## config.mk

```make
export PLATFORM = sky130hd
export DESIGN_NAME = free_list
export DESIGN_NICKNAME = d
export VERILOG_FILES = /design/src/rtl/free_list_pkg.sv /design/src/rtl/free_list.sv
export SDC_FILE = /design/constraint.sdc
export NUM_CORES = 1
export LEC_CHECK = 0
export ABC_AREA = 1
export ABC_CLOCK_PERIOD_IN_PS = 2150
export CORE_MARGIN = 4
export CORE_UTILIZATION = 55
export DETAILED_ROUTE_END_ITERATION = 8
export PLACE_DENSITY = 0.74
export SKIP_LAST_GASP = 1
export SLEW_MARGIN = 20
export SYNTH_ARGS = -nofsm -noshare
export SYNTH_HDL_FRONTEND = slang
export SYNTH_SLANG_ARGS = --single-unit
```

## constraint.sdc

```tcl
create_clock -name clk -period 2.15 [get_ports clk]
set_input_delay 0.3225 -clock clk [delete_from_list [all_inputs] [get_ports clk]]
set_output_delay 0.3225 -clock clk [all_outputs]
set_load 0.1 [all_outputs]
```

## src/rtl/free_list_pkg.sv

```systemverilog
// Shared sizing and types for the physical-register free list.
package free_list_pkg;

    localparam int PHYS_REG_SZ     = 64;
    // MSB index of a preg index, so an index is PHYS_REG_IDX_SZ+1 bits wide.
    localparam int PHYS_REG_IDX_SZ = $clog2(PHYS_REG_SZ) - 1;
    localparam int FL_PTR_SZ       = $clog2(PHYS_REG_SZ) + 1;

    typedef logic [PHYS_REG_IDX_SZ:0] PREG;
    typedef logic [FL_PTR_SZ-1:0]     FL_PTR;

endpackage

```

## src/rtl/free_list.sv

```systemverilog
// Circular FIFO of unallocated physical register indices.
// Dispatch pops from head, retire pushes the old dest at tail, and a
// retired-head pointer remembers how far allocations have committed so a
// mispredict can hand every speculative allocation back in one cycle.
//
// Handshake: alloc_valid is a pure function of registered state and never
// depends on alloc_req. An allocation is taken on a rising clk edge exactly
// when alloc_req && alloc_valid && !restore_enable; alloc_preg is the value
// consumed by that allocation. Dispatch must stall while alloc_valid is low.
module free_list
    import free_list_pkg::*;
#(
    parameter int PHYS_REGS = PHYS_REG_SZ,
    parameter int IDX_W     = PHYS_REG_IDX_SZ + 1,
    parameter int PTR_W     = $clog2(PHYS_REGS) + 1
) (
    input  logic             clk,
    input  logic             reset,
    input  logic             alloc_req,
    output logic             alloc_valid,
    output logic [IDX_W-1:0] alloc_preg,
    input  logic             free_enable,
    input  logic [IDX_W-1:0] free_preg,
    input  logic             retire_enable,
    input  logic             restore_enable,
    output logic [PTR_W-1:0] free_count,
    output logic [PTR_W-1:0] arch_free_count
);

    logic [IDX_W-1:0] list [PHYS_REGS];
    logic [PTR_W-1:0] head;
    logic [PTR_W-1:0] ret_head;
    logic [PTR_W-1:0] tail;
    logic             alloc_fire;
    logic             free_fire;
    logic             dup_hit;

    // Occupancy and head value come straight from the pointers; no lookahead.
    always_comb begin
        free_count      = tail - head;
        arch_free_count = tail - ret_head;
        alloc_valid     = (free_count != '0);
        alloc_preg      = list[head[PTR_W-2:0]];
        alloc_fire      = alloc_req && alloc_valid && !restore_enable;
        // p0 is the architectural "never written" register and never re-enters the list.
        free_fire       = free_enable && (free_preg != '0);
    end

    // List storage: seeded with p1..p(N-1) at reset, written at tail on a free.
    always_ff @(posedge clk) begin
        if (reset) begin
            for (int i = 0; i < PHYS_REGS; i++) begin
                if (i < PHYS_REGS - 1) begin
                    list[i] <= IDX_W'(i + 1);
                end else begin
                    list[i] <= '0;
                end
            end
        end else if (free_fire) begin
            list[tail[PTR_W-2:0]] <= free_preg;
        end
    end

    // Pointer updates; restore wins over a same-cycle allocation and folds in a same-cycle retire.
    always_ff @(posedge clk) begin
        if (reset) begin
            head     <= '0;
            ret_head <= '0;
            tail     <= PTR_W'(PHYS_REGS - 1);
        end else begin
            if (free_fire) begin
                tail <= tail + 1'b1;
            end
            if (retire_enable) begin
                ret_head <= ret_head + 1'b1;
            end
            if (restore_enable) begin
                head <= ret_head + PTR_W'(retire_enable);
            end else if (alloc_fire) begin
                head <= head + 1'b1;
            end
        end
    end

    // Is the preg being freed already sitting between head and tail?
    always_comb begin
        dup_hit = 1'b0;
        for (int i = 0; i < PHYS_REGS; i++) begin
            if ((((PTR_W'(i) - {1'b0, head[PTR_W-2:0]}) & PTR_W'(PHYS_REGS - 1)) < free_count)
                && (list[i] == free_preg)) begin
                dup_hit = 1'b1;
            end
        end
    end

    // Protocol misuse checks; these have no recovery path in hardware.
    always_ff @(posedge clk) begin
        if (!reset) begin
            assert (!(free_fire && (free_count == PTR_W'(PHYS_REGS - 1))))
                else $error("free_list: free while list is full");
            assert (!(retire_enable && (ret_head == head)))
                else $error("free_list: retire with no outstanding allocation");
            assert (!(free_fire && dup_hit))
                else $error("free_list: preg %0d freed while already in list", free_preg);
        end
    end

endmodule

```

# Word level (Yosys, flattened, before mapping)

Memories as Yosys holds them, arrays and structs flattened. A register that Yosys moved wholly into a read port is not among the register bits.
Cells that the tools add are included.

ROM bits: 0
Memories: 1
Bits in writable memories: 384
Bits in latches: 0
Bits of input ports: 12
Register bits: 21
Output and inout port bits: 21
Word-level logic and storage cells: 30

Shift operators: 0
Div/mod/pow operators: 0
$lt $le $gt $ge: 0
$mul: 0
Reductions and logical operators: 8
Mux-type cells: 12
Bitwise logic cells: 0
Add/subtract/negate cells: 6
Equality and inequality tests: 0

Memory list:

| name | depth | bits a word | read ports | clocked after Yosys merged registers in | write ports | RTL line        | source |
|---|---|---|---|---|---|---|---|
| list | 64    | 6           | 1          | 1                                       | 64          | free_list.sv:30 | `logic [IDX_W-1:0] list [PHYS_REGS];` |

Operators with widths:

| operator            | number |
|---|---|
| $mux 6              | 4 |
| $add 7x1->7 const B | 3 |
| $mux 7              | 2 |
| $sub 7x7->7         | 2 |
| $add 7x1->7         | 1 |
| $reduce_bool 7->1   | 1 |
| $mux 1              | 6 |
| $reduce_bool 6->1   | 1 |
| $reduce_or 6->1     | 1 |
| $logic_and 1x1->1   | 3 |
| $reduce_bool 2->1   | 1 |
| $logic_not 1->1     | 1 |

# Depth between registers and ports, before layout

Gate-level depths: netlist (run 1).

Word-level depth: 8
Depth in mapped cells: 16
Depth with buffers taken out: 15

# Least setup slack after synthesis (run 1)

OpenSTA, ideal clock, no wires.

Path kind: register to register
Start point: register tail[0]
End point: register (tool-made name)
Stages on the path, launching flop included: 15
Clock period less this slack: 3417 ps
Buffers on the path: 1
Data arrival time: 3301 ps
Slack: -1267 ps
Data required time: 2034 ps
Cells stage by stage: dfxtp_1 -> inv_2 -> ha_1 -> fa_1 -> inv_1 -> nand3_1 -> nand3_1 -> nand2_1 -> nor2_2 -> nand3_2 -> nand2_2 -> nand2_2 -> buf_6 -> nor2_1 -> nor2_1

RTL lines:

| what                   | RTL line        | source |
|---|---|---|
| start, declared        | free_list.sv:33 | `logic [PTR_W-1:0] tail;` |
| start signal, assigned | free_list.sv:69 | `tail <= PTR_W'(PHYS_REGS - 1);` |
| start signal, assigned | free_list.sv:72 | `tail <= tail + 1'b1;` |

==> metrics.md, run 1 <==
| Metric | Value |
|---|---|
| R2R setup slack | -130 ps |
| Hold crit path type | reg2reg |
| Commonest non-fill, non-tap cell in the layout | nand2_1 |
| Leak Pwr | 0.00896 uW |
| Clk Latency, worst-skew pair | 560 ps |
| Worst r2r path cells | 14 |
| Final period util | 1.32 |
| First-pass GRT wire length | 88400 um |
| Setup ws final | -681 ps |
| Setup crit end kind | primary output |
| WL final | 59000 um |
| Share of cells above drive strength 1 | 0.235 |
| Core area | 34900 um^2 |
| Reg2reg start | tail[0]$_SDFFE_PP1P_ |
| Crit path depth | 11 |
| Post-synth top flop | edfxtp_1 |
| Number of global-route vias before repair | 16500 |
| Minimum clock period | 2830 ps |
| Largest net degree at the start of global routing | 65 |
| Post-synth EDFFs | 384 |
| IO Port Bufs | 32 |
| Crit path buf inv count | 3 |
| Diode count | 0 |
| Total Routing Usage GR | 0.292 |
| RSZ-0062 raised after global routing | yes |
| Failing checks | negative setup slack |
| Seq. cell area | 12100 um^2 |
| Overflow after GRT | 0 |
| Most frequent cells in the layout | nand2_1, nor2_1, edfxtp_1, buf_4, o21ai_0 |
| H-tree levels | 2 |
| Worst slew pin tran | 1060 ps |
| Largest area contributor in the netlist | edfxtp_1 |
| Worst-case clock skew | 17.8 ps |
| Top delay family on crit path | simple AND/OR/NAND/NOR gates |
| Die X | 197 um |
| Fill count | 2401 |
| Placed cell count | 2684 |
| Critical-path maximum fanout | 9 |
| Dpl hpwl | 34400 um |
| CP dominant cell by count | nand2_1 |
| Worst-case clock buffer depth | 3 |
| Final Max Tran Viols | 0 |
| Crit-path slowest cell | dfxtp_4 |
| PnR Total Power | 20700 uW |
| Die Y | 197 um |
| WHS | 528 ps |
| Avg WL per Cell | 21.1 um |
| Number of placement rows | 68 |
| Area of the multi-input gates | 7470 um^2 |
| Nets | 2341 |
| Cell Chain, Critical Path | buf_12, clkbuf_16, o21ai_0, o22ai_1, nand2_1, nand2_1, nand2_1, nand3_1, nand3_2, nand2_4, buf_12 |
| Cells after Synth | 2146 |
| Post-Syn Area | 19600 um^2 |
| Setup violations, final | 32 |
| TritonCTS Sinks | 411 |
| DP Area | 22100 um^2 |
| Asr flop ratio synth | 0 |
| DRC Markers | 0 |
| Distinct cell type count after synthesis | 36 |
| Hold buffers post-CTS | 0 |
| Largest stage delay on the critical path | 470 ps |
| Non-Filler Instances | 2797 |
| Num CTS Buffers | 43 |
| Drt pass-1 iters | 6 |
| Largest cells by area after synthesis | edfxtp_1, nand2_1, nor2_1, o21ai_0, o22ai_1 |
| Initial Util | 0.562 |
| Mean number of vias per cell | 5.96 |
| Number of routed nets with antenna violations | 0 |
| Starting DRC count in detailed routing | 2357 |
| CP required | 1830 ps |
| Setup_tns | -9810 ps |
| Seq/Total Area, Yosys | 0.615 |
| Crit start category | register |
| Pwr Density | 831 nW/um^2 |
| Flops & latches, synth | 411 |
| Post-synth net total | 2177 |
| Slew margin rel. | 0.295 |
| Arr. time, crit path | 2510 ps |
| Root buf cell | clkbuf_16 |
| Max IR drop VDD | 0.886 mV |
| Max cap viols | 0 |
| Max Fclk | 353 MHz |
| Syn_area_per_cell | 9.14 um^2 |
| DR vias | 16700 |
| Synth top area share | 0.588 |
| Die area | 38800 um^2 |
| YS warnings | 0 |
| Fin. Hold Viols | 0 |
| Design area | 24900 um^2 |
| Worst setup path end | alloc_preg[1] |
| TritonCTS clock tree | done |
| Setup CP Type | reg2out |
| Layout area overhead | 27.1% |
| Gpl congestion | 0.915 |
| Worst-path clk slew | 60 ps |
| Status | finished with violations |
| Number of placed I/O pins | 33 |
| Initial antenna violation count | 0 |
metrics by stage:
step / utilization / setup slack, ps
final: 0.715 / -681
after floorplan: - / -356
after global routing: 0.715 / -743
after global placement: 0.632 / -334
after CTS: 0.691 / -638
after detailed placement: 0.632 / -403
area by class of cell:
class / instances / share of cell area
Sequential cell: 411 / 0.485
Multi-Input combinational cell: 1458 / 0.299
Timing Repair Buffer: 250 / 0.116
Clock buffer: 54 / 0.0457
Inverter: 146 / 0.0230
Tap cell: 455 / 0.0228
Clock inverter: 23 / 0.00818
how the worst min path moves through the flow:
stage,slack (ps),cells after the start,start,to
global route,560,2,tail[6]$_SDFFE_PP0P_,tail[6]$_SDFFE_PP0P_
finish,530,2,tail[6]$_SDFFE_PP0P_,tail[6]$_SDFFE_PP0P_
global placement,500,2,head[4]$_SDFFE_PP0P_,head[4]$_SDFFE_PP0P_
detailed placement,500,2,head[4]$_SDFFE_PP0P_,register
CTS,520,2,tail[6]$_SDFFE_PP0P_,tail[6]$_SDFFE_PP0P_
floorplan,460,2,retire_enable,ret_head[1]$_SDFFE_PP0P_
sequential cells by signal (all words and copies together), names as in the netlist, named ones only:
register	count
head	7
list	384
tail	7
ret_head	7
worst reg2reg max path: stages, from the launching register on:
cell and delay, ps:
dfxtp_4 360, inv_4 40, ha_4 150, fa_2 550, nand2_1 60, nor2_1 80
nand3_1 120, nor2_4 120, nand3_4 90, buf_6 140, nand2_8 100, buf_6 110
nand3b_1 80, nand2_2 120, nor2_2 50
synthesized netlist by cell type (8+ instances only):
| library cell | instances |
|---|---|
| a21oi_1 | 16 |
| buf_2 | 37 |
| clkbuf_1 | 84 |
| dfxtp_1 | 27 |
| edfxtp_1 | 384 |
| ha_1 | 17 |
| inv_1 | 112 |
| inv_2 | 34 |
| nand2_1 | 520 |
| nand3_1 | 50 |
| nor2_1 | 494 |
| nor3_1 | 15 |
| o21ai_0 | 171 |
| o21ai_1 | 41 |
| o22ai_1 | 97 |
| xor2_1 | 8 |
per-layer routing:
metal | track usage | up-vias | routed length [um]
met5 | 0 | - | 0
met4 | 0.137 | 0 | 2670
met3 | 0.0468 | 193 | 6800
met2 | 0.487 | 1184 | 28200
met1 | 0.377 | 7791 | 21300
li1 | - | 7496 | -
report_power, final:
part	leakage [uW]	switching (uW)	internal (uW)
combinational	0.00479	2900	1610
sequential	0.00352	120	8910
clock	0.000651	3080	4120
total	0.00896	6100	14600
cells by family after synthesis:
group | Yosys count | share of synthesized area
simple gates | 1099 | 0.219
flops | 411 | 0.615
compound gates | 329 | 0.0908
buf+inv | 278 | 0.0579
fa+ha+maj | 19 | 0.0129
xor+xnor | 9 | 0.00402
mux | 1 | 0.000510
timing repair:
action | CTS | global route
endpoints found under the setup margin | 30 | 223
pin swaps | 41 | 72
gates cloned | 9 | 7
resized for setup | 89 | 197
setup buffers | 14 | 13
(Power assumes the default switching activity.)
==> run 2: changes to the inputs <==
Settings changed: ABC_CLOCK_PERIOD_IN_PS 2150 to 3500, PLACE_DENSITY 0.74 to 0.72.
Clock period 2.15 ns to 3.5 ns, I/O delays scaled along.
==> metrics.md, run 2 (synthesized netlist as in run 1, its figures left out) <==
| Metric | Value |
|---|---|
| IO Port Bufs | 32 |
| Internal Power | 8420 uW |
| Max cap viols | 0 |
| Critical-path maximum fanout | 62 |
| First-pass GRT wire length | 80700 um |
| Combinational share of power | 0.165 |
| Cell Chain, Critical Path | inv_6, buf_12, nor2_1, o22ai_1, nand2_1, nand2_1, nand2_1, nand3_1, nand3_1, nand2_1, buf_12 |
| Avg WL per Cell | 20.0 um |
| DR vias | 15300 |
| Worst-case clock skew | 14.4 ps |
| H-tree levels | 2 |
| CP dominant cell by count | nand2_1 |
| Setup_tns | 0 ps |
| Sw Share | 0.289 |
| Layout area overhead | 10.1% |
| Largest net degree at the start of global routing | 145 |
| Gpl congestion | 0.890 |
| Diode count | 0 |
| Arr. time, crit path | 2850 ps |
| Max reg flops | 384 |
| Largest stage delay on the critical path | 400 ps |
| Drt pass-1 iters | 6 |
| Setup CP Type | reg2out |
| Root buf cell | clkbuf_16 |
| WHS | 515 ps |
| Design area | 21600 um^2 |
| # Post-CTS Setup Buffers | 0 |
| Worst slew pin tran | 1060 ps |
| Starting DRC count in detailed routing | 1939 |
| Share of cells above drive strength 1 | 0.0763 |
| Initial antenna violation count | 0 |
| Status | finished, final reports clean |
| Number of routed nets with antenna violations | 0 |
| Top reg by flops | list |
| WL final | 52100 um |
| Most frequent cells in the layout | nand2_1, nor2_1, edfxtp_1, o21ai_0, inv_1 |
| Die X | 197 um |
| TritonCTS clock tree | done |
| DRC Markers | 0 |
| CP required | 2970 ps |
| Mean number of vias per cell | 5.86 |
| Fill count | 2869 |
| Fin. Hold Viols | 0 |
| Crit-path slowest cell | dfxtp_4 |
| Num CTS Buffers | 41 |
| RSZ-0062 raised after global routing | no |
| Total Routing Usage GR | 0.264 |
| Max IR drop VDD | 0.380 mV |
| Net Switching | 3430 uW |
| Minimum clock period | 3380 ps |
| Die area | 38800 um^2 |
| Number of placement rows | 68 |
| Crit start category | register |
| Clk pwr share | 0.367 |
| Hold crit path type | reg2reg |
| Die Y | 197 um |
| PnR Total Power | 11800 uW |
| Dpl hpwl | 32200 um |
| Slew margin rel. | 0.291 |
| Sequential Power Share | 0.468 |
| Clk Latency, worst-skew pair | 560 ps |
| Overflow after GRT | 0 |
| Initial Util | 0.562 |
| Final period util | 0.965 |
| Core area | 34900 um^2 |
| Setup violations, final | 0 |
| Nets | 2147 |
| Number of global-route vias before repair | 14700 |
| DP Area | 20200 um^2 |
| Setup crit end kind | primary output |
| Worst-path clk slew | 60 ps |
| Worst-case clock buffer depth | 3 |
| TritonCTS Sinks | 411 |
| Final Max Tran Viols | 0 |
| Commonest non-fill, non-tap cell in the layout | nand2_1 |
| Pwr Density | 549 nW/um^2 |
| Max Fclk | 296 MHz |
| Number of placed I/O pins | 33 |
| Leak Pwr | 0.00753 uW |
## run 2: cell count changes in the layout (fill, tap and decap cells not counted), moves of 31 or more
cell,change
buf_4,-121
buf_12,-35
nand2_1,+61
nand3_1,+31
nand2_2,-37
o21ai_1,-31
o21ai_0,+39
nor2_1,+39
## run 2: what timing repair did
action                                  in CTS  in global routing
endpoints found under the setup margin       0                  6
gates resized for setup                      0                  5
hold buffers                                 0                  0
## run 2: power groups by stage
| stage | clock network (uW) | logic (uW) | registers (uW) |
|---|---|---|---|
| CTS | 4360 | 1920 | 5550 |
| floorplan | 0 | 1360 | 5610 |
| finish | 4350 | 1950 | 5550 |
| detailed placement | 0 | 1910 | 5650 |
| global placement | 0 | 1890 | 5650 |
| global route | 4580 | 2080 | 5560 |
## run 2: area by class of cell
cell class | count | area, um^2 | area share
clock buffer | 56 | 1110 | 0.0515
multi-input combinational | 1457 | 6410 | 0.297
inverter | 146 | 556 | 0.0257
sequential | 411 | 12100 | 0.559
tap | 455 | 569 | 0.0264
timing repair buffer | 59 | 674 | 0.0312
clock inverter | 20 | 195 | 0.00904
## run 2: worst paths after layout
kind                             start  slack, ps  cells past startpoint                   end
hold / removal    head[4]$_SDFFE_PP0P_        520                      2  head[4]$_SDFFE_PP0P_
hold reg to reg   head[4]$_SDFFE_PP0P_        520                      2  head[4]$_SDFFE_PP0P_
setup reg to reg  tail[0]$_SDFFE_PP1P_        790                     14              register
setup / recovery              register        120                     11         alloc_preg[5]
## run 2: per-layer routing
layer	share of wire	routed length, um	vias to the layer above	GRT usage
met4	0.034	1770	0	0.0958
met3	0.097	5050	129	0.0376
met2	0.47	24400	852	0.428
met5	0	0	-	0
met1	0.40	20800	7191	0.367
li1	-	-	7092	-
## run 2: through the flow
stage                     cells  setup slack (ps)  utilization
after floorplan            2146              45.6            -
after global placement     2527               613        0.580
after detailed placement   2527               563        0.580
after CTS                  2603              80.8        0.618
after global routing       2604              26.2        0.619
final                      2604               122        0.619
## run 2: critical path, delay by kind of cell, from the launching register on
kind                   cells  cell delay [ps]
AOI/OAI and AO/OA          1              220
DFF                        1              400
and+or+nand+nor            7              880
buffers and inverters      3              770
==> run 3: changes to the inputs <==
==> constraint.sdc (replaced) <==
create_clock -name clk -period 3.5 [get_ports clk]
set_input_delay 0.35 -clock clk [delete_from_list [all_inputs] [get_ports clk]]
set_output_delay 0.35 -clock clk [all_outputs]
set_load 0.01 [all_outputs]
==> metrics.md, run 3 (synthesized netlist as in run 1, its figures left out) <==
| Metric | Value |
|---|---|
| Status | finished, final reports clean |
| Hold crit path type | reg2reg |
| Net Switching | 3000 uW |
| R2R setup slack | 850 ps |
| IO Port Bufs | 32 |
| Die area | 38800 um^2 |
| Number of routed nets with antenna violations | 0 |
| Number of global-route vias before repair | 14500 |
| Setup CP Type | reg2out |
| H-tree levels | 2 |
| Most frequent cells in the layout | nand2_1, nor2_1, edfxtp_1, o21ai_0, inv_1 |
| Worst setup path end | alloc_preg[1] |
| Minimum clock period | 3340 ps |
| Clk Latency, worst-skew pair | 550 ps |
| Cell Chain, Critical Path | clkinv_2, buf_12, o21ai_1, o22ai_1, nand2_1, nand2_1, nand2_1, nand3_1, nand3_1, nand2_1, clkdlybuf4s50_1 |
| Reg2reg start | tail[4]$_SDFFE_PP1P_ |
| Number of placement rows | 68 |
| Combinational share of power | 0.128 |
| Nets | 2155 |
| Internal Power | 8750 uW |
| Setup crit end kind | primary output |
| Fin. Hold Viols | 0 |
| RSZ-0062 raised after global routing | no |
| Slew margin rel. | 0.315 |
| Num CTS Buffers | 43 |
| Fill count | 2893 |
| Top reg by flops | list |
| Clk pwr share | 0.400 |
| Core area | 34900 um^2 |
| Max IR drop VDD | 0.354 mV |
| Die Y | 197 um |
| Gpl congestion | 0.908 |
| Worst-path clk slew | 60 ps |
| Initial antenna violation count | 0 |
| Max Fclk | 300 MHz |
| Hold buffers post-CTS | 0 |
| First-pass GRT wire length | 78100 um |
| Max cap viols | 0 |
| TritonCTS Sinks | 411 |
| Final period util | 0.953 |
| Crit-path slowest cell | clkdlybuf4s50_1 |
| Share of cells above drive strength 1 | 0.0723 |
| Pwr Density | 538 nW/um^2 |
| Worst-case clock buffer depth | 3 |
| Setup_tns | 0 ps |
| Sequential Power Share | 0.472 |
| Largest net degree at the start of global routing | 97 |
| Worst r2r path cells | 6 |
| Root buf cell | clkbuf_16 |
| Worst slew pin tran | 1030 ps |
| Critical-path maximum fanout | 36 |
| Overflow after GRT | 0 |
| Dpl hpwl | 32000 um |
| Largest stage delay on the critical path | 500 ps |
| Layout area overhead | 11.2% |
| Setup ws final | 164 ps |
| TritonCTS clock tree | done |
| Avg WL per Cell | 19.4 um |
| Setup violations, final | 0 |
| Initial Util | 0.562 |
| Worst-case clock skew | 21.0 ps |
| Drt pass-1 iters | 6 |
| Arr. time, crit path | 2990 ps |
| Max reg flops | 384 |
| DR vias | 15200 |
| WL final | 50800 um |
| Total Routing Usage GR | 0.257 |
| Mean number of vias per cell | 5.80 |
| Non-Filler Instances | 2613 |
| Placed cell count | 2528 |
| Reg2reg end | list[54][1]$_SDFFCE_PN1P_ |
| Design area | 21800 um^2 |
| Sw Share | 0.255 |
| DP Area | 20300 um^2 |
| Number of placed I/O pins | 33 |
| Leak Pwr | 0.00759 uW |
| WHS | 515 ps |
| Commonest non-fill, non-tap cell in the layout | nand2_1 |
| DP Worst Slack | 511 ps |
| Final Max Tran Viols | 0 |
| Starting DRC count in detailed routing | 1643 |
| CP dominant cell by count | nand2_1 |
| Crit start category | register |
| CP required | 3150 ps |
| DRC Markers | 0 |
| Die X | 197 um |
==> run 3: changes by cell type in the layout (fill, tap and decap cells not counted), sizes merged <==
cell and change:
inv -2, buf -15, clkinv -2, clkbuf -3, diode +1, clkdlybuf4s50 +21, clkinvlp +6, bufinv +3
==> run 3: layer usage <==
layer / wire length, um / vias to the layer above / track usage
met5: 0 / - / 0
met2: 24400 / 757 / 0.424
li1: - / 7121 / -
met1: 19700 / 7125 / 0.341
met4: 2140 / 0 / 0.107
met3: 4650 / 157 / 0.0422
==> run 3: worst min path at each step <==
stage / startpoint / to / depth (start not counted) / slack, ps
2_1_floorplan: head[4]$_SDFFE_PP0P_ / register / 2 / 470
3_3_place_gp: head[4]$_SDFFE_PP0P_ / head[4]$_SDFFE_PP0P_ / 2 / 480
3_5_place_dp: ret_head[4]$_SDFFE_PP0P_ / ret_head[4]$_SDFFE_PP0P_ / 2 / 510
4_1_cts: ret_head[4]$_SDFFE_PP0P_ / ret_head[4]$_SDFFE_PP0P_ / 2 / 520
5_1_grt: ret_head[4]$_SDFFE_PP0P_ / ret_head[4]$_SDFFE_PP0P_ / 2 / 560
6_report: tail[6]$_SDFFE_PP0P_ / tail[6]$_SDFFE_PP0P_ / 2 / 520
==> run 3: cell type report <==
cell class              count  area [um^2]  area share
clock buffers              53         1150      0.0529
repair buffers             65          746      0.0342
inverters                 146          562      0.0257
multi-input cells        1457         6410       0.294
clock inverters            25          299      0.0137
diodes                      1         2.50    0.000115
well taps                 455          569      0.0261
flip-flops and latches    411        12100       0.553
==> run 3: repair_timing <==
action / CTS / global route
endpoints found under the setup margin: 6 / 6
gates resized for setup: 3 / 6
hold endpoints to repair: 0 / 0
gates cloned: 0 / 1
pin swaps: 0 / 0
setup buffers: 0 / 5
==> run 3: power by group through the flow <==
stage / sequential, uW / clock, uW / combinational (uW)
after floorplan: 5610 / 0 / 965
after global placement: 5650 / 0 / 1440
after detailed placement: 5660 / 0 / 1450
after CTS: 5550 / 4720 / 1460
after global routing: 5560 / 4930 / 1650
final: 5550 / 4700 / 1510
==> run 3: critical path, delay by kind of cell (launching register included) <==
kind / cells / cell delay (ps)
compound gates: 2 / 260
buf+inv: 3 / 1180
simple gates: 6 / 640
flops: 1 / 370
==> run 3: stage by stage <==
step	power [uW]	utilization
6_report	11700	0.626
5_1_grt	12100	0.626
4_1_cts	11700	0.623
3_5_place_dp	7110	0.581
3_3_place_gp	7090	0.581
2_1_floorplan	6580	-
==> edit: new RTL, flow settings as in run 1 <==
Change the package constant `PHYS_REG_SZ` from 64 to 32.
--- a/src/rtl/free_list_pkg.sv
+++ b/src/rtl/free_list_pkg.sv
@@ -2,5 +2,5 @@
 package free_list_pkg;
 
-    localparam int PHYS_REG_SZ     = 64;
+    localparam int PHYS_REG_SZ     = 32;
     // MSB index of a preg index, so an index is PHYS_REG_IDX_SZ+1 bits wide.
     localparam int PHYS_REG_IDX_SZ = $clog2(PHYS_REG_SZ) - 1;
Ports: changed (resized alloc_preg, arch_free_count, free_count and free_preg); port bits go from 33 to 29. No check against the original RTL was run, so the function may have changed too.
==> edit against run 1 <==
The run still ends with negative setup slack left; non-clock buffer count down 113; worst hold slack worse by 0.034 ns; clock power down 59%; worst setup slack better by 0.20 ns; sequential power down 55%; total power down 54%; final area down 51%; wire length down 55%; area after synthesis down 54%; sequential share of layout area down 4.9 points; global-route usage down 1.7 points; sequential cell count down 228; largest cell class unchanged.
==> edit: results (changes against run 1) <==
* Total leakage power at 4.37 nW (-51%)
* Switch Pwr at 3.04 mW (-50%)
* Top post-synthesis cells by count: nor2_1, nand2_1, edfxtp_1
* Avg Cell Area, Syn at 9.26 um2 (+1.3%)
* Status: finished with violations
* Routed len/inst at 20.0 um (-5.1%)
* Placed Area at 10,300 um2 (-53%)
* Crit Path Max Fanout at 2 (-7)
* Mux contribution to synthesized area at 0.110% (+0.059 points)
* Area contributors post-synth: edfxtp_1, nor2_1, nand2_1, o21ai_0, dfxtp_1
* IO Port Bufs at 28 (-13%)
* Clock group share of total power at 30.5% (-4.2 points)
* Worst slew pin tran at 0.684 ns (-0.373 ns)
* Violated checks: negative setup slack
* Vias in the first global route at 7,439 (-55%)
* Adder-cell share of the synthesized area at 2.92% (+1.6 points)
* Detailed placer's ending HPWL at 14,600 um (-57%)
* Clock Skews at 0.00799 ns (-0.00981 ns)
* Synth Area in Compound Gates at 10.4% (+1.3 points)
* Vias/cell at 5.84 (-1.9%)
* Syn_nets at 1,010 (-54%)
* Clock Tree Buf Depth at 2 (-1)
* Post-synthesis sequential area ratio at 58.0% (-3.5 points)
* Critical path's slowest cell: fa_2
* DP Cell Count at 1,235 (-54%)
* Wirelength, routed at 26,300 um (-55%)
* Largest register FFs at 160 (-58%)
* Slack of the critical path at -0.478 ns (+0.204 ns)
* Worst R2R Path Depth at 15 (+1)
* XOR/XNOR Fraction of Synth Area at 0.579% (+0.18 points)
* Overall routing resource usage at 27.5% (-1.7 points)
* Distinct cells, synth at 37 (+2.8%)
* # fillers at 992 (-59%)
* Pin count of the biggest net entering global routing at 35 (-46%)
* Crit path to: alloc_valid
* Seq group at 4.02 mW (-55%)
* Layout cell share with drive strength beyond 1 at 29.5% (+6.0 points)
* 1st-pass router iterations at 5 (-1)
* Num CTS Buffers at 17 (-60%)
* Final GP Congestion at 0.854 (-6.7%)
* Setup violators final at 26 (-19%)
* Pre-CTS setup slack at -0.0940 ns (+0.309 ns)
[edit: changes by cell type in the layout (fill, tap and decap cells not counted), moves of 17 or more]
cell / run 1 / this run
nand2_1: 459 / 169
nor2_1: 455 / 182
edfxtp_1: 384 / 160
buf_4: 153 / 61
o21ai_0: 132 / 46
o22ai_1: 82 / 4
o21ai_1: 72 / 29
inv_1: 99 / 63
clkbuf_16: 51 / 23
inv_2: 41 / 15
nand2_2: 42 / 17
nand3_2: 27 / 4
o221ai_1: 0 / 22
buf_12: 48 / 31
[edit: worst reg2reg max path, delay by kind of cell (launching register included)]
kind	cells	cell delay (ns)
flip-flops	1	0.35
AND/OR/NAND/NOR	10	1.12
adder cells (fa/ha/maj)	2	0.59
buffers and inverters	3	0.24
[edit: worst min path at each step]
stage	end	slack, ns	depth (start not counted)
finish	head[3]	0.49	2
global route	head[3]	0.52	2
CTS	head[3]	0.51	2
detailed placement	head[3]	0.49	2
global placement	head[3]	0.48	2
floorplan	ret_head[1]	0.39	1
[edit: cells by family after synthesis]
logic type	count (synthesis)
AOI/OAI and AO/OA	159
xor gates and xnor gates	6
adders and majority gates	20
buffers and inverters	134
DFF	183
muxes	1
and+or+nand+nor	476
[edit: layout make-up]
type	count	share of cell area [%]
flip-flops and latches	183	43.7
multi-input cells	662	32.1
clock inverters	12	0.856
repair buffers	137	14.8
well taps	216	2.23
clock buffers	20	3.60
inverters	84	2.73
[edit: timing repair]
item / CTS / global route
cloned: 9 / 6
setup buffers: 25 / 13
endpoints found under the setup margin: 23 / 27
pin swaps: 41 / 84
gates resized for setup: 113 / 111
[edit: layer usage]
metal,up-vias,track usage [%],wire [um]
li1,3521,-,-
met1,3644,35.6,9940
met2,448,45.3,13300
met3,63,5.18,2370
met4,0,11.8,660
met5,-,0,0
